==> src/rtl/hpf_pkg.sv <==
// hpf_pkg: constants shared by the HPF nibble link transmitter, the HPF core and its bench
package hpf_pkg;
  localparam int FRAME_LEN_DEF = 20;
  localparam int SLOT_LO       = 0;
  localparam int SLOT_HI       = 1;
  localparam int NIB_W         = 4;
  localparam int SAMP_W        = 8;
endpackage

==> src/rtl/hpf_tx_fifo.sv <==
// hpf_tx_fifo: synchronous sample FIFO with occupancy count, asynchronous active-high reset
module hpf_tx_fifo
  import hpf_pkg::*;
#(
  parameter int DEPTH = 4,
  parameter int W     = SAMP_W
) (
  input  logic                     clk,
  input  logic                     reset,
  input  logic                     push,
  input  logic                     pop,
  input  logic [W-1:0]             din,
  output logic [W-1:0]             dout,
  output logic [$clog2(DEPTH):0]   level,
  output logic                     full,
  output logic                     empty
);
  localparam int AW = $clog2(DEPTH);
  localparam int LW = AW + 1;
  logic [W-1:0]  r_mem [DEPTH];
  logic [AW-1:0] r_wr;
  logic [AW-1:0] r_rd;
  logic [LW-1:0] r_level;
  always_ff @(posedge clk or posedge reset)
    if (reset) begin
      r_wr    <= '0;
      r_rd    <= '0;
      r_level <= '0;
    end else begin
      if (push) r_wr <= r_wr + 1'b1;
      if (pop) r_rd <= r_rd + 1'b1;
      r_level <= r_level + LW'(push) - LW'(pop);
    end
  always_ff @(posedge clk)
    if (push) r_mem[r_wr] <= din;
  assign dout  = r_mem[r_rd];
  assign level = r_level;
  assign full  = r_level == LW'(DEPTH);
  assign empty = r_level == '0;
endmodule

==> src/rtl/hpf_nibble_tx.sv <==
// hpf_nibble_tx: buffers signed samples and sends low/high nibble in slots 0/1 of each frame
// HPF_TX_RESYNC_EN adds sync_in, which forces the next edge into slot 0.
module hpf_nibble_tx
  import hpf_pkg::*;
#(
  parameter int FIFO_DEPTH = 4,
  parameter int FRAME_LEN  = FRAME_LEN_DEF
) (
  input  logic                          clk,
  input  logic                          reset,
  input  logic [SAMP_W-1:0]             s_data,
  input  logic                          s_valid,
`ifdef HPF_TX_RESYNC_EN
  input  logic                          sync_in,
`endif
  output logic                          s_ready,
  output logic [NIB_W-1:0]              x_half,
  output logic                          frame_start,
  output logic                          underrun,
  output logic [$clog2(FIFO_DEPTH):0]   fifo_level
);
  localparam int SW = $clog2(FRAME_LEN);
  logic [SW-1:0]     r_slot;
  logic [SAMP_W-1:0] r_hold;
  logic [SW-1:0]     w_next;
  logic [SAMP_W-1:0] w_dout;
  logic              w_sync;
  logic              w_wrap;
  logic              w_empty;
  logic              w_full;
  logic              w_push;
  logic              w_pop;
`ifdef HPF_TX_RESYNC_EN
  assign w_sync = sync_in;
`else
  assign w_sync = 1'b0;
`endif
  assign w_wrap  = w_sync || r_slot == SW'(FRAME_LEN - 1);
  assign w_next  = w_wrap ? SW'(SLOT_LO) : r_slot + 1'b1;
  assign w_pop   = w_wrap && !w_empty;
  assign s_ready = !reset && !w_full;
  assign w_push  = s_valid && s_ready;
  hpf_tx_fifo #(.DEPTH(FIFO_DEPTH), .W(SAMP_W)) u_fifo (
    .clk   (clk),
    .reset (reset),
    .push  (w_push),
    .pop   (w_pop),
    .din   (s_data),
    .dout  (w_dout),
    .level (fifo_level),
    .full  (w_full),
    .empty (w_empty)
  );
  // an empty FIFO at slot 0 sends a zero sample rather than stalling the core
  always_ff @(posedge clk or posedge reset)
    if (reset) begin
      r_slot      <= SW'(FRAME_LEN - 1);
      r_hold      <= '0;
      x_half      <= '0;
      frame_start <= 1'b0;
      underrun    <= 1'b0;
    end else begin
      r_slot      <= w_next;
      frame_start <= w_wrap;
      underrun    <= w_wrap && w_empty;
      x_half      <= w_wrap ? (w_empty ? '0 : w_dout[NIB_W-1:0])
                   : (w_next == SW'(SLOT_HI) ? r_hold[SAMP_W-1:NIB_W] : '0);
      if (w_wrap) r_hold <= w_empty ? '0 : w_dout;
    end
endmodule

==> config.mk <==
export PLATFORM = sky130hd
export DESIGN_NAME = hpf_nibble_tx
export DESIGN_NICKNAME = d
export VERILOG_FILES = /design/src/rtl/hpf_pkg.sv /design/src/rtl/hpf_tx_fifo.sv /design/src/rtl/hpf_nibble_tx.sv
export SDC_FILE = /design/constraint.sdc
export NUM_CORES = 1
export LEC_CHECK = 0
export CAP_MARGIN = 20
export CORE_MARGIN = 8
export CORE_UTILIZATION = 56
export CTS_CLUSTER_SIZE = 14
export DETAILED_ROUTE_END_ITERATION = 8
export PLACE_DENSITY = 0.78
export SLEW_MARGIN = 20
export SYNTH_ARGS = -nofsm -noshare
export SYNTH_HDL_FRONTEND = slang
export SYNTH_HIERARCHICAL = 1
export SYNTH_SLANG_ARGS = --single-unit
==> constraint.sdc <==
create_clock -name clk -period 3.2 [get_ports clk]
set_clock_uncertainty 0.2 [all_clocks]
set_input_delay 0.32 -clock clk [delete_from_list [all_inputs] [get_ports clk]]
set_output_delay 0.32 -clock clk [all_outputs]
set_load 0.01 [all_outputs]
* Word level (Yosys, flattened, before mapping)
Memory sizes are Yosys's and may differ from the RTL's.
Index checks and enable logic that the tools add are counted.
** Storage, ports and cells
- Flip-flop bits (word level) :: 26
- RAM bits :: 32
- Input bits :: 11
- Output and inout port bits :: 10
- Word-level logic and storage cells :: 32
- Memories :: 1
** Memories
- u_fifo.r_mem :: words 4, bits a word 8, read ports 1, clocked after memory_dff 0, write ports 1, RTL line hpf_tx_fifo.sv:20 : logic [W-1:0] r_mem [DEPTH];
** Cells by class
- $add $sub $neg :: 5
- Equal/unequal tests :: 3
- Mux-type cells :: 7
- Reductions and logical operators :: 8
** Operators with widths (count)
- 2-to-1 mux 4 bit :: 3
- 2-to-1 mux 8 bit :: 1
- adder 5 x 1 -> 5 bit (second input constant) :: 1
- == test 5 x 1 -> 1 bit (second input constant) :: 1
- == test 5 bit (second input constant) :: 1
- 2-to-1 mux 5 bit :: 1
- adder 2 x 1 -> 2 bit (second input constant) :: 2
- logical AND 1 bit :: 4
- adder 3 x 1 -> 3 bit :: 1
- == test 3 bit (second input constant) :: 1
- zero test 1 bit :: 3
- zero test 3 bit :: 1
- subtractor 3 x 1 -> 3 bit :: 1
- 2-to-1 mux 1 bit :: 2

* Depth between registers and ports, before layout
Gate-level depths: netlist of the first run.
- Word-level depth :: 6
- Mapped depth :: 9
- Mapped depth without buffers :: 9

* Cells and area by module
The synthesis of the first run kept the hierarchy.
** Modules (own cells, without submodules)
- hpf_tx_fifo :: instances 1, cells each 77, area each 1546.5 um2, seq. area each 1136.1 um2
- hpf_nibble_tx :: instances 1, cells each 59, area each 678.2 um2, seq. area each 379.1 um2

* Worst setup path after synthesis of the first run
No wires, ideal clock.
- Path kind :: register to register
- From :: reg r_slot[0]
- To :: reg u_fifo.r_level[2], in the netlist u_fifo/level[2]
- Library setup time :: 0.123 ns
- Arrival time :: 2.226 ns
- Required time :: 2.877 ns
- Setup slack :: 0.651 ns
- Stages on the path, launching flop included :: 10
- Path buffers :: 0
- Period minus slack after synthesis :: 2.549 ns
- Cell sequence :: dfstp_2 > ha_1 > nand4bb_4 > nor2_2 > ha_1 > inv_1 > ha_1 > fa_1 > xnor2_1 > xnor2_1
** Between the ends
- Longest elaborated chain between the ends :: 3
** RTL lines
- from (decl) :: RTL line hpf_nibble_tx.sv:23 : logic [SW-1:0] r_slot;
- from (signal assigned) :: RTL line hpf_nibble_tx.sv:57 : r_slot <= SW'(FRAME_LEN - 1);
- from (signal assigned) :: RTL line hpf_nibble_tx.sv:63 : r_slot <= w_next;
- == test 5 bit :: RTL line hpf_nibble_tx.sv:38 : assign w_wrap = w_sync || r_slot == SW'(FRAME_LEN - 1);
- logical AND 1 bit :: RTL line hpf_nibble_tx.sv:40 : assign w_pop = w_wrap && !w_empty;
- via w_pop :: RTL line hpf_nibble_tx.sv:32 : logic w_pop;
- subtractor 3 x 1 -> 3 bit :: RTL line hpf_tx_fifo.sv:32 : r_level <= r_level + LW'(push) - LW'(pop);
- to (signal assigned) :: RTL line hpf_tx_fifo.sv:32
- to (decl) :: RTL line hpf_tx_fifo.sv:23 : logic [LW-1:0] r_level;
The timed path passes the listed nets, and every way through them passes these cells.
A chain may end at the register's enable or synchronous reset.

* Final worst setup path of the first run
Same ends and word-level chain as after synthesis.

==> results.json, run 1 <==
{
  "port_buffers": 20,
  "place_congestion": 0.786,
  "clock_sinks": 54,
  "required_ns": 3.19,
  "report.final.setup_viol": 0,
  "antenna_found_initial": 0,
  "synth_fa_ha_area_frac": 0.0540,
  "post-route-period-util": 0.853,
  "p_switching_uw": 464,
  "slew_headroom": 0.580,
  "synth-seq-area-share": 0.681,
  "crit_fanout": 7,
  "end_kind": "flip-flop",
  "grt_pass1_wl_mm": 6.08,
  "dp_hpwl_mm": 2.67,
  "synth_xor_area_frac": 0.0315,
  "cts_tree": "built",
  "ys_top_cells_by_count": "edfxtp_1 (32), dfrtp_1 (19), inv_1 (11), nand2_1 (11)",
  "synth.net_count": 156,
  "synth_area_per_cell_sq_um": 16.4,
  "yosys.area.top_type": "edfxtp_1",
  "drv_slew": 0,
  "initial_core_util": 0.568,
  "swShare": 0.255,
  "htree_levels": 2,
  "cts_buffers": 5,
  "rows": 23,
  "cts_buffer_depth": 2,
  "worstSkewPairLatency_ns": 0.30,
  "wire_per_inst_microns": 17.2,
  "p_leak_nw": 1.01,
  "tightest_slew_ns": 0.626,
  "grt_use_total": 0.128,
  "worstPathArrival_ns": 2.72,
  "synthTopCellsByArea": "edfxtp_1 (43%), dfrtp_1 (21%), mux4_2 (8.1%)",
  "drive_gt1_frac": 0.136,
  "fmax_mhz": 366,
  "synth_top_area_frac": 0.432,
  "grt_pass1_vias": 1284,
  "nets": 181,
  "routed_wl_mm": 3.65,
  "core-area_sq_um": 3910,
  "clkPwrFrac": 0.283,
  "die_w_microns": 79.0,
  "drtIter0Drc": 75,
  "synth-seq-cells": 54,
  "crit_type": "reg -> reg",
  "die_area_sq_um": 6250,
  "r2r_cells": 9,
  "async_flop_share": 0.407,
  "synth_edf_count": 32,
  "cts.repair.resized": 0,
  "clockRootBuffer": "clkbuf_8",
  "grt-ovfl-total": 0,
  "clk_transition_reported_paths_ns": 0.09,
  "hold_slack_ns": 0.106,
  "ys_warn_count": 6,
  "syn_area_sq_um": 2220,
  "fin_util": 0.665,
  "max-vdd-ir-drop_mv": 0.734,
  "viasPerCell": 5.42,
  "pwr-share-comb": 0.198,
  "synthFlopType": "edfxtp_1",
  "synth_top_family_by_area": "simple AND/OR/NAND/NOR gates",
  "drtPass1Iterations": 4,
  "drc": 0,
  "syn_inst": 136,
  "grt_start_max_net_pins": 17,
  "die_height_microns": 79.0,
  "ant_nets": 0,
  "synth_most_common_cell": "edfxtp_1",
  "ctsHoldBuffers": 0,
  "fin_tns_setup_ns": 0,
  "synthSimpleGateAreaFrac": 0.0877,
  "power_frac_seq": 0.520,
  "post-route-min-period_ns": 2.73,
  "power_mw": 1.82,
  "crit_path_start_kind": "flip-flop",
  "internal_power_mw": 1.35,
  "diodes": 0,
  "min_path_type": "in -> async",
  "area_delta_synth_final_pct": 17.0,
  "p_per_area_nw_per_um2": 698,
  "yosys-mux-area-fraction": 0.0855,
  "hold_viol": 0,
  "synth_cell_type_count": 28,
  "post_cts_buffers": 0,
  "synth-compound-area-share": 0.0326,
  "io_pins": 21,
  "rsz0062_at_grt": "no",
  "vias": 1149,
  "rrSetupSlack_ns": 0.47,
  "max_cap_viol_count": 0,
  "status": "finished clean"
}
[final cells by class]
cell class	instances	area, sq um
Clock buffer	5	68.8
Clock inverter	3	63.8
Fill cell	284	1310
Inverter	12	45.0
Multi-Input combinational cell	68	648
Sequential cell	54	1520
Tap cell	50	62.6
Timing Repair Buffer	20	200
[power by group through the flow]
stage | logic [mW] | clock network (mW) | registers, mW
after floorplan | 0.270 | 0 | 0.915
after global placement | 0.341 | 0 | 0.950
final | 0.359 | 0.513 | 0.944
after global routing | 0.392 | 0.547 | 0.961
after detailed placement | 0.366 | 0 | 0.962
after CTS | 0.368 | 0.527 | 0.947
[worst paths after layout]
path,start,end
worst max-delay path,r_slot[0]$_DFF_PP1_,u_fifo/level[2]$_DFF_PP0_
worst min-delay path,reset,u_fifo/level[1]$_DFF_PP0_
worst max register to register,r_slot[0]$_DFF_PP1_,u_fifo/level[2]$_DFF_PP0_
worst min register to register,r_hold[6]$_DFFE_PP0N_,r_hold[6]$_DFFE_PP0N_
max in group asynchronous,reset,r_slot[1]$_DFF_PP1_
min in group clk,r_hold[6]$_DFFE_PP0N_,r_hold[6]$_DFFE_PP0N_
[critical path, cell delays in order, from the launching register on]
cell and delay (ns):
dfstp_2 0.58, ha_1 0.32, nand4bb_4 0.19, nor2_2 0.28, ha_1 0.19, inv_1 0.04, ha_1 0.18, fa_1 0.38
xnor2_1 0.15, xnor2_1 0.12
[through the flow]
step	setup slack [ns]	area (sq um)	std cells
6_report	0.469	2600	212
2_1_floorplan	0.651	2220	136
3_3_place_gp	0.584	2470	204
4_1_cts	0.468	2600	212
5_1_grt	0.329	2600	212
3_5_place_dp	0.490	2470	204
[registers in the layout, indices dropped and copies added (netlist names)]
register / count
r_slot: 5
u_fifo/r_rd: 2
underrun: 1
u_fifo/r_wr: 2
u_fifo/r_mem: 32
r_hold: 4
frame_start: 1
x_half: 4
u_fifo/level: 3
[cell families (layout without fill, tap and decap cells)]
| kind of cell | count (synthesis) | in the layout |
|---|---|---|
| fa+ha+maj | 9 | 9 |
| flops | 54 | 54 |
| compound gates | 9 | 9 |
| simple gates | 33 | 33 |
| buf+inv | 14 | 40 |
| xor+xnor | 8 | 8 |
| mux | 9 | 9 |
[layer usage]
metal	GRT usage	up-vias	wire length, microns
li1	-	539	-
met3	0.0508	6	194
met4	0.0519	0	57
met2	0.224	24	1920
met5	0	-	0
met1	0.134	580	1470
[layout by cell type, fill, tap and decap left out]
| master | count |
|---|---|
| edfxtp_1 | 32 |
| clkdlybuf4s50_1 | 20 |
| dfrtp_1 | 19 |
| nand2_1 | 11 |
| inv_1 | 11 |
| ha_1 | 8 |
| mux4_2 | 8 |
| and2_1 | 6 |
| xnor2_1 | 5 |
| clkbuf_8 | 5 |
| nand3b_1 | 4 |
| nand3_1 | 4 |
| o2bb2ai_1 | 4 |
| nor2_1 | 3 |
| xor2_1 | 3 |
| dfstp_2 | 3 |
| o21ai_0 | 2 |
| bufinv_16 | 2 |
| nand4bb_4 | 1 |
| inv_2 | 1 |
| nand3_2 | 1 |
| mux2i_1 | 1 |
| a22o_1 | 1 |
| nor2_2 | 1 |
| a311o_1 | 1 |
| o31a_1 | 1 |
| clkinv_1 | 1 |
| nor3_1 | 1 |
| and3_1 | 1 |
| fa_1 | 1 |
Note: power is estimated with default switching activity, not from simulation.
==> run 2, diff against run 1 <==
Settings changed: CORE_UTILIZATION 56 to 25, PLACE_DENSITY 0.78 to not set.
==> run 2 against run 1 <==
Compared with the run above: sequential power is essentially flat; highest routed layer unchanged; clock power shrank 30%; routed wire length shrank 0.74%; largest cell class unchanged.
==> results.json, run 2 (synthesized netlist as in run 1, its figures left out) <==
{
  "r2r_cells": 9,
  "status": "finished clean",
  "die_w_microns": 110,
  "cts_buffers": 5,
  "p_switching_uw": 465,
  "post_cts_buffers": 0,
  "htree_levels": 2,
  "clockRootBuffer": "clkbuf_8",
  "grt-busiest-layer": "met2",
  "max-vdd-ir-drop_mv": 0.243,
  "grt_util_met1": 0.0812,
  "worstPathArrival_ns": 2.72,
  "worst_slack_ns": 0.479,
  "clk_transition_reported_paths_ns": 0.09,
  "largest_reg_flops": 32,
  "port_buffers": 20,
  "critPathSlowestCell": "dfstp_2",
  "nets": 182,
  "core-area_sq_um": 8680,
  "dp_hpwl_mm": 2.63,
  "layout_commonest_cell": "edfxtp_1",
  "drive_gt1_frac": 0.142,
  "post-route-min-period_ns": 2.72,
  "rr_endpoint": "u_fifo/level[2]$_DFF_PP0_",
  "worstSetupEndpoint": "u_fifo/level[2]$_DFF_PP0_",
  "place_congestion": 0.707,
  "clock_sinks": 54,
  "swShare": 0.280,
  "use_met3": 0.0256,
  "tightest_slew_ns": 0.602,
  "vias": 1169,
  "rows": 34,
  "mostFrequentLayoutCells": "edfxtp_1 (32), clkdlybuf4s50_1 (20), dfrtp_1 (19), nand2_1 (11), inv_1 (11)",
  "ant_nets": 0,
  "slew_headroom": 0.598,
  "antenna_found_initial": 0,
  "met2_usage": 0.103,
  "fmax_mhz": 368,
  "drv_slew": 0,
  "grt_pass1_wl_mm": 6.14,
  "max_cap_viol_count": 0,
  "hold_slack_ns": 0.128,
  "power_mw": 1.66,
  "ctsHoldBuffers": 0,
  "critPathMostFrequentCell": "ha_1",
  "rrSetupSlack_ns": 0.48,
  "cts_buffer_depth": 2,
  "crit_path_start_kind": "flip-flop",
  "internal_power_mw": 1.20,
  "initial_core_util": 0.256,
  "report.final.setup_viol": 0,
  "required_ns": 3.20,
  "rsz0062_at_grt": "no",
  "reg.largest.list": "u_fifo/r_mem: 32 flops, r_slot: 5 flops",
  "worstSkewPairLatency_ns": 0.30,
  "grt_start_max_net_pins": 17,
  "grt_pass1_vias": 1265,
  "pwr-share-comb": 0.216,
  "cts_tree": "built",
  "drc": 0,
  "clkPwrFrac": 0.216,
  "crit_type": "reg -> reg",
  "min_path_type": "in -> async",
  "path_cells": "ha_1 -> nand4bb_4 -> nor2_2 -> ha_1 -> inv_1 -> ha_1 -> fa_1 -> xnor2_1 -> xnor2_1",
  "diodes": 0,
  "p_per_area_nw_per_um2": 630,
  "p_leak_nw": 0.983,
  "die_area_sq_um": 12200,
  "power_frac_seq": 0.568,
  "io_pins": 21,
  "routed_wl_mm": 3.62,
  "area_delta_synth_final_pct": 18.4,
  "viasPerCell": 4.33,
  "startpoint": "r_slot[0]$_DFF_PP1_",
  "die_height_microns": 110,
  "cts.repair.resized": 0,
  "drtIter0Drc": 59,
  "regToRegStartpoint": "r_slot[0]$_DFF_PP1_",
  "end_kind": "flip-flop",
  "max_stage_delay_ns": 0.58,
  "hold_viol": 0,
  "drtPass1Iterations": 4,
  "post-route-period-util": 0.850,
  "grt_use_total": 0.0658,
  "grt-ovfl-total": 0,
  "pre_cts_slack_ns": 0.473,
  "crit_fanout": 7,
  "wire_per_inst_microns": 13.4,
  "fin_tns_setup_ns": 0,
  "regMostFlops": "u_fifo/r_mem"
}
run 2: layout make-up:
class                           count  area (sq um)
Tap cell                          108           135
Clock inverter                      2          15.0
Timing Repair Buffer               21           208
Sequential cell                    54          1520
Fill cell                         901          6040
Clock buffer                        5          68.8
Inverter                           12          45.0
Multi-Input combinational cell     68           648
run 2: worst min path at each step:
| stage | from | endpoint | slack (ns) | cells after the start |
|---|---|---|---|---|
| 3_3_place_gp | r_hold[6]$_DFFE_PP0N_ | r_hold[6]$_DFFE_PP0N_ | 0.27 | 2 |
| 5_1_grt | reset | u_fifo/r_wr[1]$_DFFE_PP0P_ | 0.15 | 2 |
| 3_5_place_dp | r_hold[4]$_DFFE_PP0N_ | r_hold[4]$_DFFE_PP0N_ | 0.26 | 2 |
| 4_1_cts | reset | u_fifo/r_wr[0]$_DFFE_PP0P_ | 0.13 | 2 |
| 2_1_floorplan | reset | u_fifo/level[0]$_DFF_PP0_ | -0.08 | 1 |
| 6_report | reset | u_fifo/level[0]$_DFF_PP0_ | 0.13 | 2 |
run 2: power groups by stage:
stage	registers [mW]	logic [mW]	clock network, mW
global placement	0.959	0.360	0
detailed placement	0.960	0.364	0
global route	0.963	0.400	0.398
finish	0.943	0.360	0.359
floorplan	0.915	0.270	0
CTS	0.947	0.365	0.373
run 2: layer usage:
layer | wire [microns] | part of all wire
met5 | 0 | 0
met4 | 53 | 0.015
met3 | 242 | 0.067
met2 | 1660 | 0.46
met1 | 1660 | 0.46
run 2: stage by stage:
step	utilization	std cells	instance area [sq um]
floorplan	-	136	2220
global placement	0.294	263	2550
detailed placement	0.294	263	2550
CTS	0.304	270	2640
global route	0.304	270	2640
finish	0.304	270	2640
run 2: critical path: cells and delay by family, from the launching register on:
family	cells	cell delay, ns
xor gates and xnor gates	2	0.26
adders and majority gates	4	1.06
buffers and inverters	1	0.04
DFF	1	0.58
and+or+nand+nor	2	0.48
